$ cat config.mk
export PLATFORM = sky130hd
export DESIGN_NAME = modn_updown_counter
export DESIGN_NICKNAME = d
export VERILOG_FILES = /design/src/rtl/modn_updown_counter_pkg.sv /design/src/rtl/modn_updown_counter_sat_counter.sv /design/src/rtl/modn_updown_counter.sv
export SDC_FILE = /design/constraint.sdc
export NUM_CORES = 1
export LEC_CHECK = 0
export ABC_CLOCK_PERIOD_IN_PS = 6500
export CORE_MARGIN = 2
export CORE_UTILIZATION = 40
export CTS_BUF_LIST = sky130_fd_sc_hd__clkbuf_4 sky130_fd_sc_hd__clkbuf_8
export CTS_CLUSTER_DIAMETER = 80
export DETAILED_ROUTE_END_ITERATION = 8
export HOLD_SLACK_MARGIN = 0.02
export PLACE_DENSITY = 0.68
export SETUP_SLACK_MARGIN = 0.02
export SYNTH_ARGS = -nofsm -noshare
export SYNTH_HDL_FRONTEND = slang
export SYNTH_SLANG_ARGS = --single-unit
$ cat constraint.sdc
create_clock -name clk -period 6.5 [get_ports clk]
set_clock_uncertainty 0.2 [all_clocks]
set_input_delay 1.625 -clock clk [delete_from_list [all_inputs] [get_ports clk]]
set_output_delay 1.625 -clock clk [all_outputs]
set_load 0.005 [all_outputs]
$ cat src/rtl/modn_updown_counter_pkg.sv
// Shared constants and next-value arithmetic for the modulo-N up/down counter.
package modn_updown_counter_pkg;

  localparam logic DIR_UP   = 1'b1;
  localparam logic DIR_DOWN = 1'b0;

  // A count at or beyond the top of the range is treated as terminal so that
  // an out-of-range value recovers on the next enabled step.
  function automatic logic is_terminal(input int unsigned count,
                                       input logic        up,
                                       input int unsigned modulus);
    if (up == DIR_UP) return (count >= modulus - 1);
    else              return (count == 0) || (count >= modulus);
  endfunction

  // Value after one enabled step in the given direction.
  function automatic int unsigned next_count(input int unsigned count,
                                             input logic        up,
                                             input int unsigned modulus);
    if (is_terminal(count, up, modulus)) begin
      return (up == DIR_UP) ? 0 : modulus - 1;
    end
    return (up == DIR_UP) ? count + 1 : count - 1;
  endfunction

endpackage

$ cat src/rtl/modn_updown_counter_sat_counter.sv
// Saturating event counter: counts inc pulses, sticks at all-ones, clr wins.
module sat_counter #(
  parameter int W = 8
) (
  input  logic         clk,
  input  logic         rstn,
  input  logic         clr_i,
  input  logic         inc_i,
  output logic [W-1:0] cnt_o
);

  logic [W-1:0] cnt_q, cnt_d;

  // Next count: clear, saturating increment, or hold.
  always_comb begin
    cnt_d = cnt_q;
    if (clr_i) begin
      cnt_d = '0;
    end else if (inc_i && (cnt_q != {W{1'b1}})) begin
      cnt_d = cnt_q + 1'b1;
    end
  end

  // Event count register.
  always_ff @(posedge clk or negedge rstn) begin
    if (!rstn) cnt_q <= '0;
    else       cnt_q <= cnt_d;
  end

  assign cnt_o = cnt_q;

endmodule

$ cat src/rtl/modn_updown_counter.sv
// Modulo-N up/down counter with clear, range-checked load, terminal count for
// cascading into the next stage's enable, and a saturating wrap counter.
module modn_updown_counter
  import modn_updown_counter_pkg::*;
#(
  parameter int WIDTH     = 4,
  parameter int MODULUS   = 14,
  parameter int RESET_VAL = 0,
  parameter int WRAP_W    = 8
) (
  input  logic              clk,
  input  logic              rstn,
  input  logic              en,
  input  logic              up,
  input  logic              sclr,
  input  logic              ld,
  input  logic [WIDTH-1:0]  ld_val,
  output logic [WIDTH-1:0]  count,
  output logic              tc,
  output logic              wrap,
  output logic              ld_err,
  output logic [WRAP_W-1:0] wrap_cnt
);

  if ((MODULUS < 2) || (MODULUS > (2 ** WIDTH))) begin : g_bad_modulus
    $error("modn_updown_counter: MODULUS must lie in 2..2**WIDTH");
  end
  if ((RESET_VAL < 0) || (RESET_VAL >= MODULUS)) begin : g_bad_reset_val
    $error("modn_updown_counter: RESET_VAL must be below MODULUS");
  end

  localparam int unsigned      MOD_U   = MODULUS;
  localparam logic [WIDTH-1:0] MOD_MAX = WIDTH'(MODULUS - 1);
  localparam logic [WIDTH-1:0] RST_CNT = WIDTH'(RESET_VAL);

  logic [WIDTH-1:0] count_q, count_d;
  logic             wrap_q, wrap_d;
  logic             ld_err_q, ld_err_d;
  logic             at_term;

  assign at_term = is_terminal(32'(count_q), up, MOD_U);

  // Next-state selection with priority sclr > ld > en > hold; a wrap is
  // only ever produced by an enabled step, never by a load.
  always_comb begin
    count_d  = count_q;
    wrap_d   = 1'b0;
    ld_err_d = 1'b0;
    if (sclr) begin
      count_d = '0;
    end else if (ld) begin
      if (32'(ld_val) < MOD_U) begin
        count_d = ld_val;
      end else begin
        count_d  = MOD_MAX;
        ld_err_d = 1'b1;
      end
    end else if (en) begin
      count_d = WIDTH'(next_count(32'(count_q), up, MOD_U));
      wrap_d  = at_term;
    end
  end

  // Count and pulse registers.
  always_ff @(posedge clk or negedge rstn) begin
    if (!rstn) begin
      count_q  <= RST_CNT;
      wrap_q   <= 1'b0;
      ld_err_q <= 1'b0;
    end else begin
      count_q  <= count_d;
      wrap_q   <= wrap_d;
      ld_err_q <= ld_err_d;
    end
  end

  sat_counter #(
    .W(WRAP_W)
  ) u_wrap_cnt (
    .clk  (clk),
    .rstn (rstn),
    .clr_i(sclr),
    .inc_i(wrap_d),
    .cnt_o(wrap_cnt)
  );

  assign count  = count_q;
  assign tc     = en & at_term;
  assign wrap   = wrap_q;
  assign ld_err = ld_err_q;

endmodule

==> results of run 1 <==
-- worst max-delay path, delay by kind of cell --
kind | cells | cell delay, ns
AOI/OAI and AO/OA | 2 | 0.47
and+or+nand+nor | 1 | 0.14
buffers and inverters | 2 | 1.13
-- registers in the layout, summed over array words and instances, names as in the netlist --
register,count
wrap,1
u_wrap_cnt.cnt_o,8
count,4
ld_err,1
-- through the flow --
step	utilization (%)	power, uW	cell area, um^2	cells
2_1_floorplan	-	118	910	97
3_3_place_gp	53.3	137	1170	146
3_5_place_dp	53.3	139	1170	146
4_1_cts	55.0	201	1200	150
5_1_grt	55.0	212	1200	150
6_report	55.0	200	1200	150
-- worst paths after layout --
check                                         start                  end  slack, ns
worst max register to register             count[0]  u_wrap_cnt.cnt_o[5]       4.11
max in group asynchronous                      rstn             count[1]       4.17
worst min register to register  u_wrap_cnt.cnt_o[6]  u_wrap_cnt.cnt_o[6]       0.40
worst max-delay path                             up                   tc       1.31
worst min-delay path            u_wrap_cnt.cnt_o[6]  u_wrap_cnt.cnt_o[6]       0.40
min in group asynchronous                      rstn  u_wrap_cnt.cnt_o[5]       1.53
-- layout by cell type, fill, tap and decap left out, types with 2 or more instances in the layout --
cell type / netlist / layout
o21ai_0: 3 / 3
o31ai_1: 3 / 3
a31oi_1: 2 / 2
clkdlybuf4s50_1: 0 / 24
or4_1: 3 / 3
nor2_1: 4 / 4
nand4_1: 4 / 4
dfrtp_1: 14 / 14
or3_1: 3 / 3
a21oi_1: 8 / 8
clkbuf_4: 0 / 3
a31o_2: 2 / 2
nor3b_1: 3 / 3
inv_1: 4 / 4
a221oi_1: 2 / 2
ha_1: 3 / 3
nand3_1: 5 / 5
nand2_1: 6 / 6
o211ai_1: 2 / 2
a21o_1: 2 / 2
-- power groups by stage --
stage	Combinational, uW	Clock [uW]	Sequential (uW)
after floorplan	22.8	0	95.6
final	42.2	63.0	94.9
after global placement	40.8	0	96.4
after global routing	46.4	69.9	95.2
after CTS	42.2	64.1	94.8
after detailed placement	42.1	0	96.5
-- final cells by class --
| type | instances | share of cell area (%) |
|---|---|---|
| Clock buffer | 4 | 3.01 |
| Inverter | 4 | 1.25 |
| Multi-Input combinational cell | 76 | 43.8 |
| Sequential cell | 14 | 29.1 |
| Tap cell | 28 | 2.91 |
| Timing Repair Buffer | 24 | 19.9 |
-- cell families after synthesis --
logic type	Yosys count	share of synthesized area [%]
simple gates	39	25.6
compound gates	31	24.1
flops	14	38.5
buf+inv	7	3.44
fa+ha+maj	4	6.33
xor+xnor	1	0.963
mux	1	1.10
-- per-layer routing --
layer  vias to the layer above  track usage, %  wire length [um]  share of wire (%)
met3                         2            2.59               155                6.7
met4                         0            6.14                17               0.73
li1                        437               -                 -                  -
met1                       457            25.3              1030                 44
met2                        36            28.4              1120                 48
met5                         -               0                 0                  0
==> metrics.txt, run 1 <==
initial antenna violation count=0; Port Buffers=24; pwr dens=166 mW/mm^2; fraction of layout cells with a size suffix above 1=7.38%; fraction of registers with async set/reset=100%; die area=0.00267 mm^2; register area=350 um^2; H-tree depth=1; Sink Count=14; Primary FF master, synth=dfrtp_1; chip width=51.7 um; pin count of the biggest net entering global routing=15; relative slew slack=56.4%; routed wire length per instance=15.4 um; GRT Util Overall=18.0%; Filler cells=200; hold_buf cts=0; post-cts sizing count=0; HPWL Detailed=1750 um; post-layout min period=5.19 ns; CTS tree=done; Yosys top cell area share=38.5%; Yosys reg bits=14; CP startpoint kind=input port; 1st-iter DRT viols=36; Internal=145 uW; Core Area=0.00219 mm^2; Synth area leaders=dfrtp_1 (39%), a21oi_1 (4.4%), ha_1 (4.1%), nand3_1 (2.8%), nand4_1 (2.8%); leading cell type by number of instances after synthesis=dfrtp_1; vias in the first global route=839; Switch Pwr=55.5 uW; Reg power frac=47.4%; Final ANT Viol Nets=0; Worst Hold Class=flip-flop to flip-flop; gp weighted congestion=0.819; max incr delay on CP=0.62 ns; Skew-Pair Late Insertion Delay=0.28 ns; Synth area leader=dfrtp_1; status=finished, final reports clean; worst-case clock buffer depth=2; Max-Cap Viols=0; Tcrit/Tclk final=79.8%; Mean Syn Cell Area=9.38 um^2; Area growth syn-to-layout=32.5%; CP Data Required Time=4.68 ns; cells along the critical path=clkdlybuf4s50_1 -> a21oi_1 -> o22a_1 -> nor2_1 -> clkdlybuf4s50_1; final WL=2320 um; Residual DRC=0; total negative slack=0 ns; routed vias=932; Multi-input gate area=528 um^2; vias per cell=6.21; switch share=27.7%; peak supply drop=0.119 mV; total CTS buffers=3; final hold slack=0.400 ns; Post-synth EDFFs=0; Comb power frac=21.1%; final hold vios=0; Clk Tree Root Cell=clkbuf_4; Reg2Reg Depth=4; Hold Crit Depth=1; Post-Synthesis Cells=97; Critical Path End Type=output port; worst setup margin=1.31 ns; fin nets=137; post-CTS setup buffer count=0; top-level I/O count=25; Slowest-stage cell, CP=clkdlybuf4s50_1; Clk network pwr share=31.5%; Worst-Margin Slew=0.653 ns; top cells by count, synth=dfrtp_1 (14), a21oi_1 (8), nand2_1 (6); pre-CTS setup slack=1.32 ns; WP data arrival=3.36 ns; RSZ-0062 raised after global routing=false; die extent in y=51.7 um; worst-path fanout max=12; Final setup violation count=0; FP Rows=17; area of the mapped netlist=910 um^2; antenna fix cells=0; f_max=0.193 GHz; sequential share of the synthesized area=38.5%; Synth Net Count=111; Leakage=0.000484 uW; critical path class=input port to output port; Starting Density=41.5%; most frequent CP cell=clkdlybuf4s50_1; drt first pass iters=4; first-pass GRT wire length=3730 um; GRT overflow=0; Syn. warnings=0; Max Slew Vio Count=0; CTS clock-pin slew for the worst setup and hold paths=0.09 ns; Unique masters post-synth=42
Power figures use the tool's default switching activity.
==> inputs of run 2 (changes only) <==
Settings changed: ABC_CLOCK_PERIOD_IN_PS 6500 to 4900.
Clock period 6.5 ns to 4.9 ns, I/O delays scaled along.
==> run 2 against run 1 <==
Against the previous run:
- cell count unchanged
- hold slack worse by 0.015 ns
- non-clock buffer count unchanged
- power grew 34%
- register-to-register slack worse by 1.6 ns
- core utilization stayed put
- routed wire length decreased by 2.8%
- count of clock-buffer cells in the layout is the same
==> metrics.txt, run 2 (synthesis results as in run 1) <==
status=finished, final reports clean (unchanged); CP delay by family, top=buffers and inverters (unchanged); FP Rows=17 (unchanged); Leakage=0.000484 uW (unchanged); Filler cells=194 (was 200); most frequent cells in the layout=clkdlybuf4s50_1 (24), dfrtp_1 (14), a21oi_1 (8), nand2_1 (6), nand3_1 (5) (unchanged); Sink Count=14 (unchanged); HPWL Detailed=1660 um (was 1750 um); Tcrit/Tclk final=89.7%; GRT met1 Usage=25.9% (was 25.3%); DP Area=0.00117 mm^2 (unchanged); pwr dens=222 mW/mm^2 (was 166 mW/mm^2); max incr delay on CP=0.62 ns (about the same); worst setup margin=0.503 ns (was 1.31 ns); CP Data Required Time=3.47 ns (was 4.68 ns); Residual DRC=0 (unchanged); routed vias=902 (was 932); GRT overflow=0 (unchanged); antenna fix cells=0 (unchanged); total negative slack=0 ns (unchanged); chip width=51.7 um (unchanged); Worst Hold Class=flip-flop to flip-flop (unchanged); Starting Density=41.5% (unchanged); most frequent CP cell=clkdlybuf4s50_1 (unchanged); pin count of the biggest net entering global routing=15 (unchanged); peak supply drop=0.163 mV (was 0.119 mV); register area=350 um^2 (unchanged); switch share=28.3% (was 27.7%); RSZ-0062 raised after global routing=false (unchanged); drt first pass iters=4 (unchanged); post-CTS setup buffer count=0 (unchanged); Internal=192 uW (was 145 uW); routed wire length per instance=15.0 um (was 15.4 um); Critical Path End Type=output port (unchanged); cells along the critical path=clkdlybuf4s50_1 -> a21oi_1 -> o22a_1 -> nor2_1 -> clkdlybuf4s50_1 (unchanged); Core Util, Final=55.0% (unchanged); Core Area=0.00219 mm^2 (unchanged); Clk network pwr share=32.4% (was 31.5%); f_max=0.227 GHz; pre-CTS setup slack=0.510 ns (was 1.32 ns); final WL=2250 um (was 2320 um); 1st-iter DRT viols=27 (was 36); CTS clock-pin slew for the worst setup and hold paths=0.09 ns (about the same); initial antenna violation count=0 (unchanged); Clk Tree Root Cell=clkbuf_4 (unchanged); CP bufs+invs=2 (unchanged); relative slew slack=56.7% (was 56.4%); die area=0.00267 mm^2 (unchanged); GRT Util Overall=18.4% (was 18.0%); top-level I/O count=25 (unchanged); vias in the first global route=775 (was 839); gp weighted congestion=0.827 (was 0.819); Slowest-stage cell, CP=clkdlybuf4s50_1 (unchanged); M2 GR Usage=27.6% (was 28.4%); Skew-Pair Late Insertion Delay=0.29 ns (was 0.28 ns); post-layout min period=4.40 ns; final hold vios=0 (unchanged); worst-path fanout max=12 (unchanged); Max Slew Vio Count=0 (unchanged); Comb power frac=20.5% (was 21.1%); Port Buffers=24 (unchanged); commonest non-fill, non-tap cell in the layout=clkdlybuf4s50_1 (unchanged); max reg flops=8 (unchanged); WP data arrival=2.97 ns (was 3.36 ns); Final ANT Viol Nets=0 (unchanged); Area growth syn-to-layout=32.5% (unchanged); total CTS buffers=3 (unchanged); fraction of layout cells with a size suffix above 1=7.38% (unchanged); Max-Cap Viols=0 (unchanged); worst-case clock buffer depth=2 (unchanged); vias per cell=6.01 (was 6.21); first-pass GRT wire length=3660 um (was 3730 um); Worst-Margin Slew=0.647 ns (was 0.653 ns); Switch Pwr=75.6 uW (was 55.5 uW); H-tree depth=1 (unchanged); CP startpoint kind=input port (unchanged); hold_buf cts=0 (unchanged); die extent in y=51.7 um (unchanged); most used routing layer=met2 (unchanged); Reg power frac=47.1% (was 47.4%); routing usage on met3=4.31% (was 2.59%); critical path class=input port to output port (unchanged); final instance area=0.00120 mm^2 (unchanged); CTS tree=done (unchanged); Final setup violation count=0 (unchanged); fin nets=137 (unchanged); Multi-input gate area=528 um^2 (unchanged); post-cts sizing count=0 (unchanged)
==> run 2: cell counts in the layout (fill, tap and decap cells not counted) <==
Identical to the previous run, type by type.
==> run 2: power groups by stage <==
stage	combinational, uW	clock (uW)	sequential, uW
floorplan	30.3	0	127
global placement	54.0	0	128
detailed placement	54.8	0	128
CTS	55.1	89.9	126
global route	61.2	94.6	127
finish	55.0	86.6	126
==> run 2: per-layer routing <==
metal,wire length [um],part of all wire [%]
met1,1070,47
met2,1050,47
met3,112,5.0
met4,21,0.93
met5,0,0
==> run 2: layout make-up <==
| cell class | instances | share of cell area [%] |
|---|---|---|
| inverter | 4 | 1.25 |
| multi-input combinational | 76 | 43.8 |
| sequential | 14 | 29.1 |
| tap | 28 | 2.91 |
| clock buffer | 4 | 3.01 |
| timing repair buffer | 24 | 19.9 |
==> run 2: worst reg2reg max path: stages (launching register included) <==
cell     delay, ns
dfrtp_1       0.50
or4_4         0.57
o22a_1        0.34
or4_1         0.54
a21oi_1       0.15
==> run 2: worst paths after layout <==
kind / from / end / slack, ns / cells after the start
setup / recovery: up / tc / 0.50 / 5
hold / removal: u_wrap_cnt.cnt_o[0] / u_wrap_cnt.cnt_o[0] / 0.38 / 1
setup reg to reg: count[0] / u_wrap_cnt.cnt_o[5] / 2.52 / 4
hold reg to reg: u_wrap_cnt.cnt_o[0] / u_wrap_cnt.cnt_o[0] / 0.38 / 1
max in group asynchronous: rstn / count[1] / 2.95 / 1
min in group asynchronous: rstn / u_wrap_cnt.cnt_o[5] / 1.13 / 1
==> run 2: through the flow <==
step / hold slack, ns / power, uW / std cells
floorplan: 0.336 / 157 / 97
global placement: 0.361 / 182 / 146
detailed placement: 0.356 / 183 / 146
CTS: 0.392 / 271 / 150
global route: 0.428 / 282 / 150
finish: 0.384 / 268 / 150
==> edit 1, RTL diff (config.mk and constraints of run 2) <==
Register the inputs `en`, `up`, `sclr`, `ld` and `ld_val` before use, with the module's reset. The logic sees them one clock later.
--- a/src/rtl/modn_updown_counter.sv
+++ b/src/rtl/modn_updown_counter.sv
@@ -22,6 +22,28 @@
   output logic [WRAP_W-1:0] wrap_cnt
 );
 
+  logic en_q;
+  logic up_q;
+  logic sclr_q;
+  logic ld_q;
+  logic [WIDTH-1:0] ld_val_q;
+
+  always_ff @(posedge clk or negedge rstn) begin
+    if (!rstn) begin
+      en_q     <= '0;
+      up_q     <= '0;
+      sclr_q   <= '0;
+      ld_q     <= '0;
+      ld_val_q <= '0;
+    end else begin
+      en_q     <= en;
+      up_q     <= up;
+      sclr_q   <= sclr;
+      ld_q     <= ld;
+      ld_val_q <= ld_val;
+    end
+  end
+
   if ((MODULUS < 2) || (MODULUS > (2 ** WIDTH))) begin : g_bad_modulus
     $error("modn_updown_counter: MODULUS must lie in 2..2**WIDTH");
   end
@@ -38,7 +60,7 @@
   logic             ld_err_q, ld_err_d;
   logic             at_term;
 
-  assign at_term = is_terminal(32'(count_q), up, MOD_U);
+  assign at_term = is_terminal(32'(count_q), up_q, MOD_U);
 
   // Next-state selection with priority sclr > ld > en > hold; a wrap is
   // only ever produced by an enabled step, never by a load.
@@ -46,17 +68,17 @@
     count_d  = count_q;
     wrap_d   = 1'b0;
     ld_err_d = 1'b0;
-    if (sclr) begin
+    if (sclr_q) begin
       count_d = '0;
-    end else if (ld) begin
-      if (32'(ld_val) < MOD_U) begin
-        count_d = ld_val;
+    end else if (ld_q) begin
+      if (32'(ld_val_q) < MOD_U) begin
+        count_d = ld_val_q;
       end else begin
         count_d  = MOD_MAX;
         ld_err_d = 1'b1;
       end
-    end else if (en) begin
-      count_d = WIDTH'(next_count(32'(count_q), up, MOD_U));
+    end else if (en_q) begin
+      count_d = WIDTH'(next_count(32'(count_q), up_q, MOD_U));
       wrap_d  = at_term;
     end
   end
@@ -79,13 +101,13 @@
   ) u_wrap_cnt (
     .clk  (clk),
     .rstn (rstn),
-    .clr_i(sclr),
+    .clr_i(sclr_q),
     .inc_i(wrap_d),
     .cnt_o(wrap_cnt)
   );
 
   assign count  = count_q;
-  assign tc     = en & at_term;
+  assign tc     = en_q & at_term;
   assign wrap   = wrap_q;
   assign ld_err = ld_err_q;
 
Formal check against the unedited RTL: not equivalent (a bounded check fails within 4 cycles, from zero or initial values and one cycle with rstn low).
==> edit 1 against run 2 <==
  * Power up 46%
  * Sequential power up 60%
  * Routed wire length up 3.5%
  * Synthesized area up 23%
  * Sequential cell count up 8
  * Setup slack better by 690 ps
  * Die area up 21%
  * Design area up 19%
  * Critical path type is now reg -> out
==> edit 1: results (changes against run 2) <==
CP Data Arrival Time 2280 ps (was 2970 ps); later-pin clock latency in the skew report 310 ps (was 290 ps); initial antenna violation count 0 (unchanged); Worst slew margin 35.75% (was 56.72%); VDD IR max 0.2244 mV (was 0.1631 mV); total track usage 15.74% (was 18.38%); vias in the first global route 852 (was 775); Post-Route WL 2331 um (was 2252 um); Yosys cell types 39 (was 42); Post-Place Setup Slack 1551 ps (was 510.0 ps); largest net degree at the start of global routing 23 (was 15); synth cell count leaders dfrtp_1, a21oi_1, nand2_1 (unchanged); max reg flops 8 (unchanged); initial drt markers 20 (was 27); HP Class reg -> reg (unchanged); layout cell share with drive strength beyond 1 6.870% (was 7.377%); Hold Crit Start ld_val_q[1]$_DFF_PN0_ (was u_wrap_cnt.cnt_o[0]$_DFFE_PN0P_); largest delay contributor family on the critical path simple AND/OR/NAND/NOR gates (was buffers and inverters); XOR/XNOR share of the synthesized area 0.7821% (was 0.9629%); CP Class reg -> out (was in -> out); outcome complete, no violations (unchanged); Post-synth top flop dfrtp_1 (unchanged); mux contribution to synthesized area 2.793% (was 1.100%); Num CTS Buffers 3 (unchanged); detailed placement HPWL 1664 um (was 1657 um); first-pass GRT wire length 3919 um (was 3657 um); Final Wtd Congestion 0.8312 (was 0.8265); Post-CTS Setup Bufs 0 (unchanged); Port Buffers 24 (unchanged); n_diodes 0 (unchanged); Adder-Cell Fraction of Synth Area 5.140% (was 6.327%); post-CTS sizing 0 (unchanged); crit-path max FO 13 (was 12); Clock Path Buffers 2 (unchanged); H-Tree Level Count 1 (unchanged); Seq/Total Area, Yosys 49.16% (was 38.51%); Synth area leaders dfrtp_1, a21oi_1, ha_1 (unchanged); DR vias 932 (was 902); clock-pin slew on the worst setup and hold paths 120 ps (was 90 ps); asr flop ratio synth 100.0% (unchanged); syn_nets 120 (was 111); Yosys warnings 0 (unchanged); Critical-path top delay cell or4_4 (was clkdlybuf4s50_1); Pleak 0.5591 nW (was 0.4840 nW); Synth Area in Compound Gates 17.65% (was 24.07%); number of iterations in the first detailed-routing pass 4 (unchanged); CP max stage delay 580 ps (was 620 ps); clock tree root driver cell clkbuf_4 (unchanged); R2R Path Start count[1]$_DFFE_PN0P_ (was count[0]$_DFFE_PN0P_); Final #Nets 146 (was 137)
[edit 1: cell count changes after synthesis, moves of 2 or more]
cell	delta
a21o_1	-2
dfrtp_1	+8
nand2b_1	+2
nor3_1	+2
or3_1	-2
[edit 1: per-layer routing]
layer  global-route usage (%)  share of wire (%)  routed length [um]
met4                    5.980                1.2                  28
met2                    25.12                 50                1158
met5                        0                  0                   0
met3                    4.839                3.2                  75
met1                    20.09                 46                1068
[edit 1: stage by stage]
step           utilization, %  hold slack, ps  cell area [sq um]  std cells
2_1_floorplan               -           309.4               1120        106
3_3_place_gp            50.78           330.0               1376        158
3_5_place_dp            50.78           347.0               1376        158
4_1_cts                 52.72           365.6               1429        162
5_1_grt                 52.72           386.0               1429        162
6_report                52.72           357.1               1429        162
[edit 1: worst paths after layout]
check                                             endpoint  slack, ps  cells past startpoint
max                                                     tc       1200                      4
min                                   count[1]$_DFFE_PN0P_        360                      2
max reg2reg                u_wrap_cnt.cnt_o[1]$_DFFE_PN0P_       2420                      4
min reg2reg                           count[1]$_DFFE_PN0P_        360                      2
max in group asynchronous             count[1]$_DFFE_PN0P_       2690                      1
min in group asynchronous  u_wrap_cnt.cnt_o[4]$_DFFE_PN0P_       1230                      1
[edit 1: report_power, final]
| part | switching, W | internal (W) |
|---|---|---|
| logic | 0.0000231 | 0.0000283 |
| registers | 0.0000123 | 0.000188 |
| clock network | 0.0000567 | 0.0000827 |
| total | 0.0000922 | 0.000299 |
[edit 1: cell type report]
| type | instances | area [sq um] |
|---|---|---|
| Fill cell | 251 | 1281 |
| Inverter | 3 | 11.26 |
| Clock buffer | 3 | 22.52 |
| Timing Repair Buffer | 24 | 240.2 |
| Clock inverter | 1 | 30.03 |
| Multi-Input combinational cell | 78 | 535.5 |
| Tap cell | 31 | 38.79 |
| Sequential cell | 22 | 550.5 |
==> edit 2, RTL diff (settings of run 2) <==
Without the edit above. The parameter `MODULUS` goes from 14 to 7.
--- a/src/rtl/modn_updown_counter.sv
+++ b/src/rtl/modn_updown_counter.sv
@@ -4,7 +4,7 @@
   import modn_updown_counter_pkg::*;
 #(
   parameter int WIDTH     = 4,
-  parameter int MODULUS   = 14,
+  parameter int MODULUS   = 7,
   parameter int RESET_VAL = 0,
   parameter int WRAP_W    = 8
 ) (
Check against the original RTL: not equivalent (Yosys sat finds a counterexample within 4 cycles, from zero or initial values and one cycle with rstn low).
==> edit 2 against run 2 <==
  * Synthesized cell count fell by 1.0%
  * Sequential power hardly changed
  * Synthesized area rose by 1.2%
  * Routed wire length shrank 9.3%
  * Combinational power rose by 9.6%
  * Global-route usage down 0.78 points
  * Setup slack got worse by 90 ps
  * Sequential cell count is the same
  * Design area is 1.3% higher
  * Power increased by 0.40%
  * Clock power decreased by 4.5%
  * Largest cell class unchanged
  * Largest power group unchanged
==> edit 2: results (changes against run 2) <==
outcome complete, no violations (unchanged); synth cell count leaders dfrtp_1, inv_1, nor2_1 (was dfrtp_1, a21oi_1, nand2_1); Num CTS Buffers 3 (unchanged); VDD IR max 0.1625 mV (was 0.1631 mV); crit-path max FO 5 (was 12); CP max stage delay 580 ps (was 620 ps); Switching Fraction 26.60% (was 28.27%); detailed placement HPWL 1561 um (was 1657 um); first-pass GRT wire length 3615 um (was 3657 um); Pleak 0.5236 nW (was 0.4840 nW); vias in the first global route 831 (was 775); Worst slew margin 56.84% (was 56.72%); initial drt markers 13 (was 27); number of iterations in the first detailed-routing pass 4 (unchanged); Clock Path Buffers 2 (unchanged); Via density 5.733 (was 6.013); Fill cells 191 (was 194); total track usage 17.60% (was 18.38%); Yosys top cell area share 38.04% (was 38.51%); CP Data Arrival Time 3060 ps (was 2970 ps); Final Wtd Congestion 0.7936 (was 0.8265); layout cell share with drive strength beyond 1 10.66% (was 7.377%); Final #Nets 137 (unchanged); Synth area leaders dfrtp_1, ha_1, inv_1 (was dfrtp_1, a21oi_1, ha_1); fin crit period 4487 ps (was 4397 ps); Post-Route WL 2043 um (was 2252 um); Yosys cell types 42 (unchanged); syn_nets 110 (was 111); Critical-path top delay cell or4_4 (was clkdlybuf4s50_1)
## edit 2: cell type report
cell class,count,area share [%]
multi-input cells,70,42.42
flip-flops and latches,14,28.69
repair buffers,25,20.29
clock buffers,4,2.971
well taps,28,2.869
inverters,9,2.766
## edit 2: worst paths after layout
path / from / end / slack [ps] / cells after the start
setup reg to reg: count[0]$_DFFE_PN0P_ / u_wrap_cnt.cnt_o[6]$_DFFE_PN0P_ / 2450 / 4
hold reg to reg: u_wrap_cnt.cnt_o[7]$_DFFE_PN0P_ / u_wrap_cnt.cnt_o[7]$_DFFE_PN0P_ / 310 / 1
min in group asynchronous: rstn / u_wrap_cnt.cnt_o[0]$_DFFE_PN0P_ / 1140 / 1
max in group asynchronous: rstn / count[3]$_DFFE_PN0P_ / 2950 / 1
setup / recovery: up / tc / 410 / 5
hold / removal: u_wrap_cnt.cnt_o[7]$_DFFE_PN0P_ / u_wrap_cnt.cnt_o[7]$_DFFE_PN0P_ / 310 / 1
## edit 2: kinds of logic after synthesis
family / Yosys count / synth area share, %
xor+xnor: 3 / 2.854
simple gates: 35 / 22.15
flops: 14 / 38.04
compound gates: 23 / 19.16
fa+ha+maj: 4 / 6.251
mux: 5 / 5.842
buf+inv: 12 / 5.706
## edit 2: per-stage QoR
| step | std cells | hold slack (ps) | power, W | worst slack (ps) | area, sq um |
|---|---|---|---|---|---|
| 6_report | 150 | 305.5 | 0.0002686 | 412.9 | 1221 |
| 4_1_cts | 150 | 306.8 | 0.0002720 | 420.3 | 1221 |
| 2_1_floorplan | 96 | 283.9 | 0.0001593 | 1507 | 920.9 |
| 5_1_grt | 150 | 358.6 | 0.0002842 | 350.8 | 1221 |
| 3_5_place_dp | 146 | 295.0 | 0.0001881 | 427.6 | 1185 |
| 3_3_place_gp | 146 | 298.4 | 0.0001868 | 465.1 | 1185 |
## edit 2: worst max-delay path: cells and delay by family
kind	cells	cell delay [ps]
buffers and inverters	2	1020
and+or+nand+nor	3	830
## edit 2: power groups by stage
stage	Clock [W]	Sequential [W]	Combinational [W]
3_3_place_gp	0	0.000128	0.0000591
5_1_grt	0.0000909	0.000126	0.0000670
3_5_place_dp	0	0.000128	0.0000603
6_report	0.0000827	0.000126	0.0000603
2_1_floorplan	0	0.000127	0.0000326
4_1_cts	0.0000859	0.000125	0.0000606
## edit 2: routing by layer
layer  global-route usage (%)  part of all wire (%)  up-vias
li1                         -                     -      416
met1                    23.27                    46      417
met2                    29.32                    49       23
met3                    2.011                   4.6        4
met4                    6.579                   1.0        0
met5                        0                     0        -
